<file path="src/rtl/ifetch_unit_pkg.sv">
// ifetch_unit_pkg: shared types and constants for the instruction-fetch front end
package ifetch_unit_pkg;
  typedef logic u1;
  typedef logic [31:0] u32;
  typedef logic [63:0] u64;
  localparam u64 INSTR_BYTES = 64'd4;
  typedef struct packed {
    u1  valid;
    u64 pc;
    u32 raw_instr;
  } fetch_data_t;
  typedef enum logic [1:0] {FETCH, FULL, DROP} ifetch_state_t;
  function automatic u64 align_pc(input u64 a);
    return {a[63:2], 2'b00};
  endfunction
endpackage

</file>
<file path="src/rtl/ifetch_unit.sv">
// ifetch_unit: single-outstanding ibus fetcher feeding the F/D register from a one-entry buffer
module ifetch_unit
  import ifetch_unit_pkg::*;
#(
  parameter u64 RESET_PC = 64'h0000_0000_8000_0000,
  parameter int INSTR_W  = 32
) (
  input  logic               clk,
  input  logic               reset,
  output logic               ireq_valid,
  output logic [63:0]        ireq_addr,
  input  logic               iresp_data_ok,
  input  logic [INSTR_W-1:0] iresp_data,
  input  logic               redirect_valid,
  input  logic [63:0]        redirect_pc,
  input  logic               hold,
  output fetch_data_t        dataF,
  output logic               stallI
);
  ifetch_state_t state, state_n;
  u64 pc, pc_n, req_pc, req_n, tgt;
  fetch_data_t fbuf, buf_n;
  always_comb begin
    tgt = align_pc(redirect_pc);
    state_n = state;
    pc_n = redirect_valid ? tgt : pc;
    req_n = req_pc;
    buf_n = fbuf;
    if (redirect_valid) buf_n.valid = 1'b0;
    case (state)
      FETCH:
        if (iresp_data_ok) begin
          if (redirect_valid) req_n = tgt;
          else begin
            buf_n = '{valid: 1'b1, pc: req_pc, raw_instr: u32'(iresp_data)};
            pc_n = req_pc + INSTR_BYTES;
            state_n = FULL;
          end
        end else if (redirect_valid) state_n = DROP;
      FULL:
        if (redirect_valid || !hold) begin
          buf_n.valid = 1'b0;
          req_n = redirect_valid ? tgt : pc;
          state_n = FETCH;
        end
      DROP:
        if (iresp_data_ok) begin
          req_n = redirect_valid ? tgt : pc;
          state_n = FETCH;
        end
      default: state_n = FETCH;
    endcase
  end
  always_ff @(posedge clk)
    if (reset) begin
      state <= FETCH;
      pc <= RESET_PC;
      req_pc <= RESET_PC;
      fbuf <= '0;
    end else begin
      state <= state_n;
      pc <= pc_n;
      req_pc <= req_n;
      fbuf <= buf_n;
    end
  assign ireq_valid = !reset && state != FULL;
  assign ireq_addr = req_pc;
  assign dataF = reset ? '0 : fbuf;
  assign stallI = !reset && !fbuf.valid;
endmodule
</file>
<file path="config.mk">
export PLATFORM = sky130hd
export DESIGN_NAME = ifetch_unit
export DESIGN_NICKNAME = d
export VERILOG_FILES = /design/src/rtl/ifetch_unit_pkg.sv /design/src/rtl/ifetch_unit.sv
export SDC_FILE = /design/constraint.sdc
export NUM_CORES = 1
export LEC_CHECK = 0
export CORE_UTILIZATION = 45
export CTS_BUF_LIST = sky130_fd_sc_hd__clkbuf_4 sky130_fd_sc_hd__clkbuf_8 sky130_fd_sc_hd__clkbuf_16
export DETAILED_ROUTE_END_ITERATION = 12
export GPL_ROUTABILITY_DRIVEN = 0
export PLACE_DENSITY = 0.77
export SLEW_MARGIN = 30
export SYNTH_ARGS = -nofsm -noshare
export SYNTH_HDL_FRONTEND = slang
export SYNTH_SLANG_ARGS = --single-unit
</file>
<file path="constraint.sdc">
create_clock -name clk -period 2.4 [get_ports clk]
set_input_delay 0.24 -clock clk [delete_from_list [all_inputs] [get_ports clk]]
set_output_delay 0.24 -clock clk [all_outputs]
set_load 0.1 [all_outputs]
</file>
# Word level (Yosys, flattened, before mapping)
# Index checks and enable logic that the tools add are counted.
# W data, S select, Z words.
totals:
  romBits: 0
  ram_bits: 0
  latchBits: 0
  n_memories: 0
  ff_bits: 227
  out_inout_bits: 163
  wordCells: 49
  input_bits: 101
classes:
  shift: 0
  n_lt_le_gt_ge: 0
  n_reduce_logical: 11
  mux: 21
  addsub: 1
  div_mod_pow: 0
  n_mul: 0
  n_eq_ne: 9
  bitwise_logic: 1
ops:
  columns: ["op", "count"]
  rows:
  - ["$mux W64", 8]
  - ["$mux W97", 3]
  - ["$pmux W64 S3", 1]
  - ["$add A64 B3 Y64 const B", 1]
  - ["$mux W2", 5]
  - ["$ne A2 B2 Y1 const B", 4]
  - ["$ne A3 B3 Y1 const B", 2]
  - ["$pmux W2 S3", 1]
  - ["$reduce_and A5 Y1", 1]
  - ["$reduce_and A4 Y1", 1]
  - ["$logic_not A1 Y1", 3]
  - ["$reduce_and A3 Y1", 1]
  - ["$reduce_bool A3 Y1", 1]
  - ["$eq A2 B1 Y1 const B", 1]
  - ["$eq A2 B2 Y1 const B", 1]
  - ["$logic_and A1 B1 Y1", 2]
  - ["$logic_not A2 Y1", 1]
  - ["$mux W1", 2]
  - ["$ne A2 B1 Y1 const B", 1]
  - ["$pmux W1 S2", 1]
  - ["$logic_or A1 B1 Y1", 1]
  - ["$not A1 Y1", 1]

# Depth between registers and ports, before layout
logic_depth:
  ltp_word: 4
  depth_mapped: 9
  ltp_nobuf: 8

# Worst setup path after synthesis
# OpenSTA, ideal clock, no wires.
synth_timing:
  path_kind: "flip-flop to flip-flop"
  startpoint: "register req_pc[4] (netlist: ireq_addr[4])"
  endpoint: "register pc[46]"
  slack_ns: -0.683
  path_stages_with_launch: 8
  arrival_ns: 2.951
  path_buffers: 1
  setup_ns: 0.132
  path_cell_list: "dfxtp_1 > buf_2 > nand4_2 > or4_4 > or4_1 > o31a_1 > o21ai_1 > a21oi_1"
synth_between:
  elab_chain_len: 4
synth_lines:
  columns: ["element", "line_no", "source"]
  rows:
  - ["from (decl)", "ifetch_unit.sv:21", "u64 pc, pc_n, req_pc, req_n, tgt;"]
  - ["from (signal assigned)", "ifetch_unit.sv:63", "req_pc <= req_n;"]
  - ["$add A64 B3 Y64", "ifetch_unit.sv:36", "pc_n = req_pc + INSTR_BYTES;"]
  - ["$mux W64", "ifetch_unit.sv:33", "if (redirect_valid) req_n = tgt;"]
  - ["$mux W64", "ifetch_unit.sv:32", "if (iresp_data_ok) begin"]
  - ["$mux W64", "ifetch_unit.sv:30", "case (state)"]
  - ["to (signal assigned)", "ifetch_unit.sv:62", "pc <= pc_n;"]
  - ["to (decl)", "ifetch_unit.sv:21", null]
# No other way between the ends.
# A chain may end at the register's enable or synchronous reset.

# Worst setup path after layout
layout_timing:
  startpoint: "register req_pc[2] (netlist: ireq_addr[2])"
  endpoint: "register pc[46]"
# The elaborated chain is that of the path after synthesis.

==> results.yml <==
run_status:
  status: "completed"
synthesis:
  syn_avg_cell_area_um2: 8.19
  synth-async-reset-ratio: 0
  synth_area_mm2: 0.0104
  ys_warn_count: 0
  ys.flop_type: "dfxtp_1"
  seq_area_frac_synth: 0.439
  syn_inst: 1265
  synth.net_count: 1370
  synth_cell_types: 47
  ys_seq_elements: 227
  synth_enable_flop_cells: 0
worst_hold_path:
  min_path_cells: 2
  worstHoldStart: "reset"
  min_to: "ireq_addr[28]$_SDFFE_PP0P_"
  hold_path.class: "primary input to flop"
placed_design:
  dpl_cell_area_mm2: 0.0138
  io_buffers: 261
  dp_hpwl_mm: 21.3
layout:
  syn2layout_area_growth_pct: 41.2
  antennaDiodeCount: 0
  stdcell_area_mm2: 0.0146
  nNetsFinal: 1584
  nFillCells: 1842
  final_layout_size_suffix_gt1_frac: 0.213
clocking:
  cts_buffers: 25
  cts_tree: "done"
  clockRootBuffer: "clkbuf_16"
  hold_buffers: 0
  cts.htree.levels: 1
  insertion_delay_ns: 0.52
  clk_path_buf_depth: 3
  postCtsSetupBuffers: 0
  clk_pin_slew_worst_paths_ns: 0.06
  cts.sinks: 227
  cts_resized: 0
run:
  cap_violations: 0
global_route:
  grt_max_degree: 95
  grt_pass1_wl_mm: 51.3
  grt-ovfl-total: 0
  antenna_found_initial: 0
  grt_pass1_vias: 9728
  grt_usage: 0.266
setup_path:
  rr_worst_depth: 7
  worst_ep_required_time_ns: 2.79
  rrSetupSlack_ns: 0.10
  critPathMaxFanout: 8
  path_class: "flop to flop"
  critPathLaunchType: "flop"
  arrival_ns: 2.69
  r2r_end: "pc[46]$_SDFF_PP0_"
  crit_path_end_kind: "flop"
  r2r-start: "ireq_addr[2]$_SDFFE_PP0P_"
  worstSetupStartpoint: "ireq_addr[2]$_SDFFE_PP0P_"
die:
  die_h_um: 154
  pin_count: 264
  start_util: 0.458
  core_mm2: 0.0226
  row_count: 55
  die_area_mm2: 0.0236
  dieWidth_um: 154
routing:
  wire_per_inst_um: 17.8
  ant_nets: 0
  num_vias: 10140
  drt-total-wl_mm: 31.8
  vias_per_cell: 5.69
  drcViolationCount: 0
  dr.first_iter.drc_count: 812
  first_pass_iters: 5
timing:
  grt_setup_unrepaired: "no"
  fin_crit_ns: 2.30
  fmax_ghz: 0.435
  worst_pin_slew_ns: 0.543
  finalCritPeriodShare: 0.957
  tns_ns: 0
  fin_skew_ns: 0.0115
  slew_viol_final: 0
  final_hold_viol_count: 0
  report.final.setup_viol: 0
  max_slew_margin: 0.638
pwr:
  cellPowerDensity_mw_per_mm2: 814
  ir_worst_vdd_mv: 0.725
  leakagePower_nw: 5.79
## per-layer routing
layer / up-vias / share of wire / track usage / wire (um)
li1: 4869 / - / - / -
met1: 4812 / 0.44 / 0.351 / 14000
met2: 404 / 0.46 / 0.437 / 14600
met3: 55 / 0.071 / 0.0448 / 2270
met4: 0 / 0.028 / 0.0924 / 888
met5: - / 0 / 0 / 0
## cells by family after synthesis
group | share of synthesized area
muxes | 0.00193
buffers and inverters | 0.0449
adders and majority gates | 0.00483
AOI/OAI and AO/OA | 0.205
DFF | 0.439
and+or+nand+nor | 0.256
xor gates and xnor gates | 0.0490
## cell type report
class / instances / area, um2 / share of cell area
Clock inverter: 4 / 45.0 / 0.00308
Inverter: 7 / 26.3 / 0.00180
Timing Repair Buffer: 301 / 3330 / 0.227
Clock buffer: 41 / 802 / 0.0548
Sequential cell: 227 / 4660 / 0.319
Tap cell: 285 / 357 / 0.0244
Multi-Input combinational cell: 917 / 5410 / 0.370
## cell usage after synthesis, types with 2 or more instances
cell type,count,share of area
a211oi_1,10,0.0072
a21oi_1,64,0.031
a221oi_1,2,0.0017
a22oi_1,2,0.0014
a311oi_1,61,0.052
and2_0,2,0.0012
and2_1,4,0.0024
and3_1,10,0.0060
and4_1,8,0.0068
buf_1,12,0.0043
buf_2,3,0.0014
clkbuf_1,98,0.035
dfxtp_1,227,0.44
ha_1,4,0.0048
inv_1,7,0.0025
mux2i_1,2,0.0019
nand2_1,206,0.075
nand2b_1,4,0.0024
nand3_1,33,0.016
nand4_1,18,0.011
nor2_1,157,0.057
nor2b_1,99,0.060
nor3_1,5,0.0024
nor3b_1,2,0.0014
nor4_1,6,0.0036
o21ai_0,7,0.0034
o21ai_1,2,0.00097
o22a_1,91,0.077
o22ai_1,39,0.024
o32ai_1,6,0.0051
or2_2,2,0.0012
xnor2_1,16,0.014
xor2_1,42,0.035
## power by group
| part | internal [mW] | total, mW | leakage, nW | switching (mW) |
|---|---|---|---|---|
| registers | 4.15 | 4.49 | 1.89 | 0.332 |
| logic | 1.05 | 3.53 | 3.46 | 2.48 |
| clock network | 2.37 | 3.90 | 0.431 | 1.53 |
| total | 7.58 | 11.9 | 5.79 | 4.34 |
## worst max-delay path, cell delays in order, from the launching register on
cell and delay, ns:
dfxtp_4 0.40, ha_4 0.14, nand2_1 0.09, or4_4 0.61, or4_4 0.45, o31a_1 0.25
o21ai_1 0.14, a21oi_1 0.08
## cells in the final DEF, fill, tap and decap left out, types with 33 or more instances in the layout
cell type and count:
o22a_1 91, nor2b_1 98, a311oi_1 61, clkdlybuf4s50_1 96
buf_12 66, nand3_1 33, o22ai_1 39, nor2_1 155
a21oi_1 64, xor2_1 42, buf_4 138, dfxtp_1 173
dfxtp_2 33, nand2_1 205
## registers in the layout, summed over array words and instances, names as in the netlist
name	count
fbuf	97
ireq_addr	64
pc	64
state	2
## stage by stage
stage                     cells  hold slack, ns  setup WS [ns]  power, mW  utilization
after global placement     1737           0.441          0.139       8.02        0.609
final                      1782          0.0465          0.104       11.9        0.646
after floorplan            1265           0.370        0.00310       7.03            -
after global routing       1782          0.0562         0.0313       12.4        0.646
after detailed placement   1737           0.447          0.128       8.09        0.609
after CTS                  1782          0.0234          0.119       12.0        0.646
## how the worst max path moves through the flow
stage | cells past startpoint | end
5_1_grt | 7 | pc[46]$_SDFF_PP0_
3_5_place_dp | 6 | pc[46]$_SDFF_PP0_
3_3_place_gp | 6 | pc[46]$_SDFF_PP0_
2_1_floorplan | 7 | pc[63]$_SDFF_PP0_
4_1_cts | 7 | pc[46]$_SDFF_PP0_
6_report | 7 | pc[46]$_SDFF_PP0_
(Power assumes the default switching activity.)
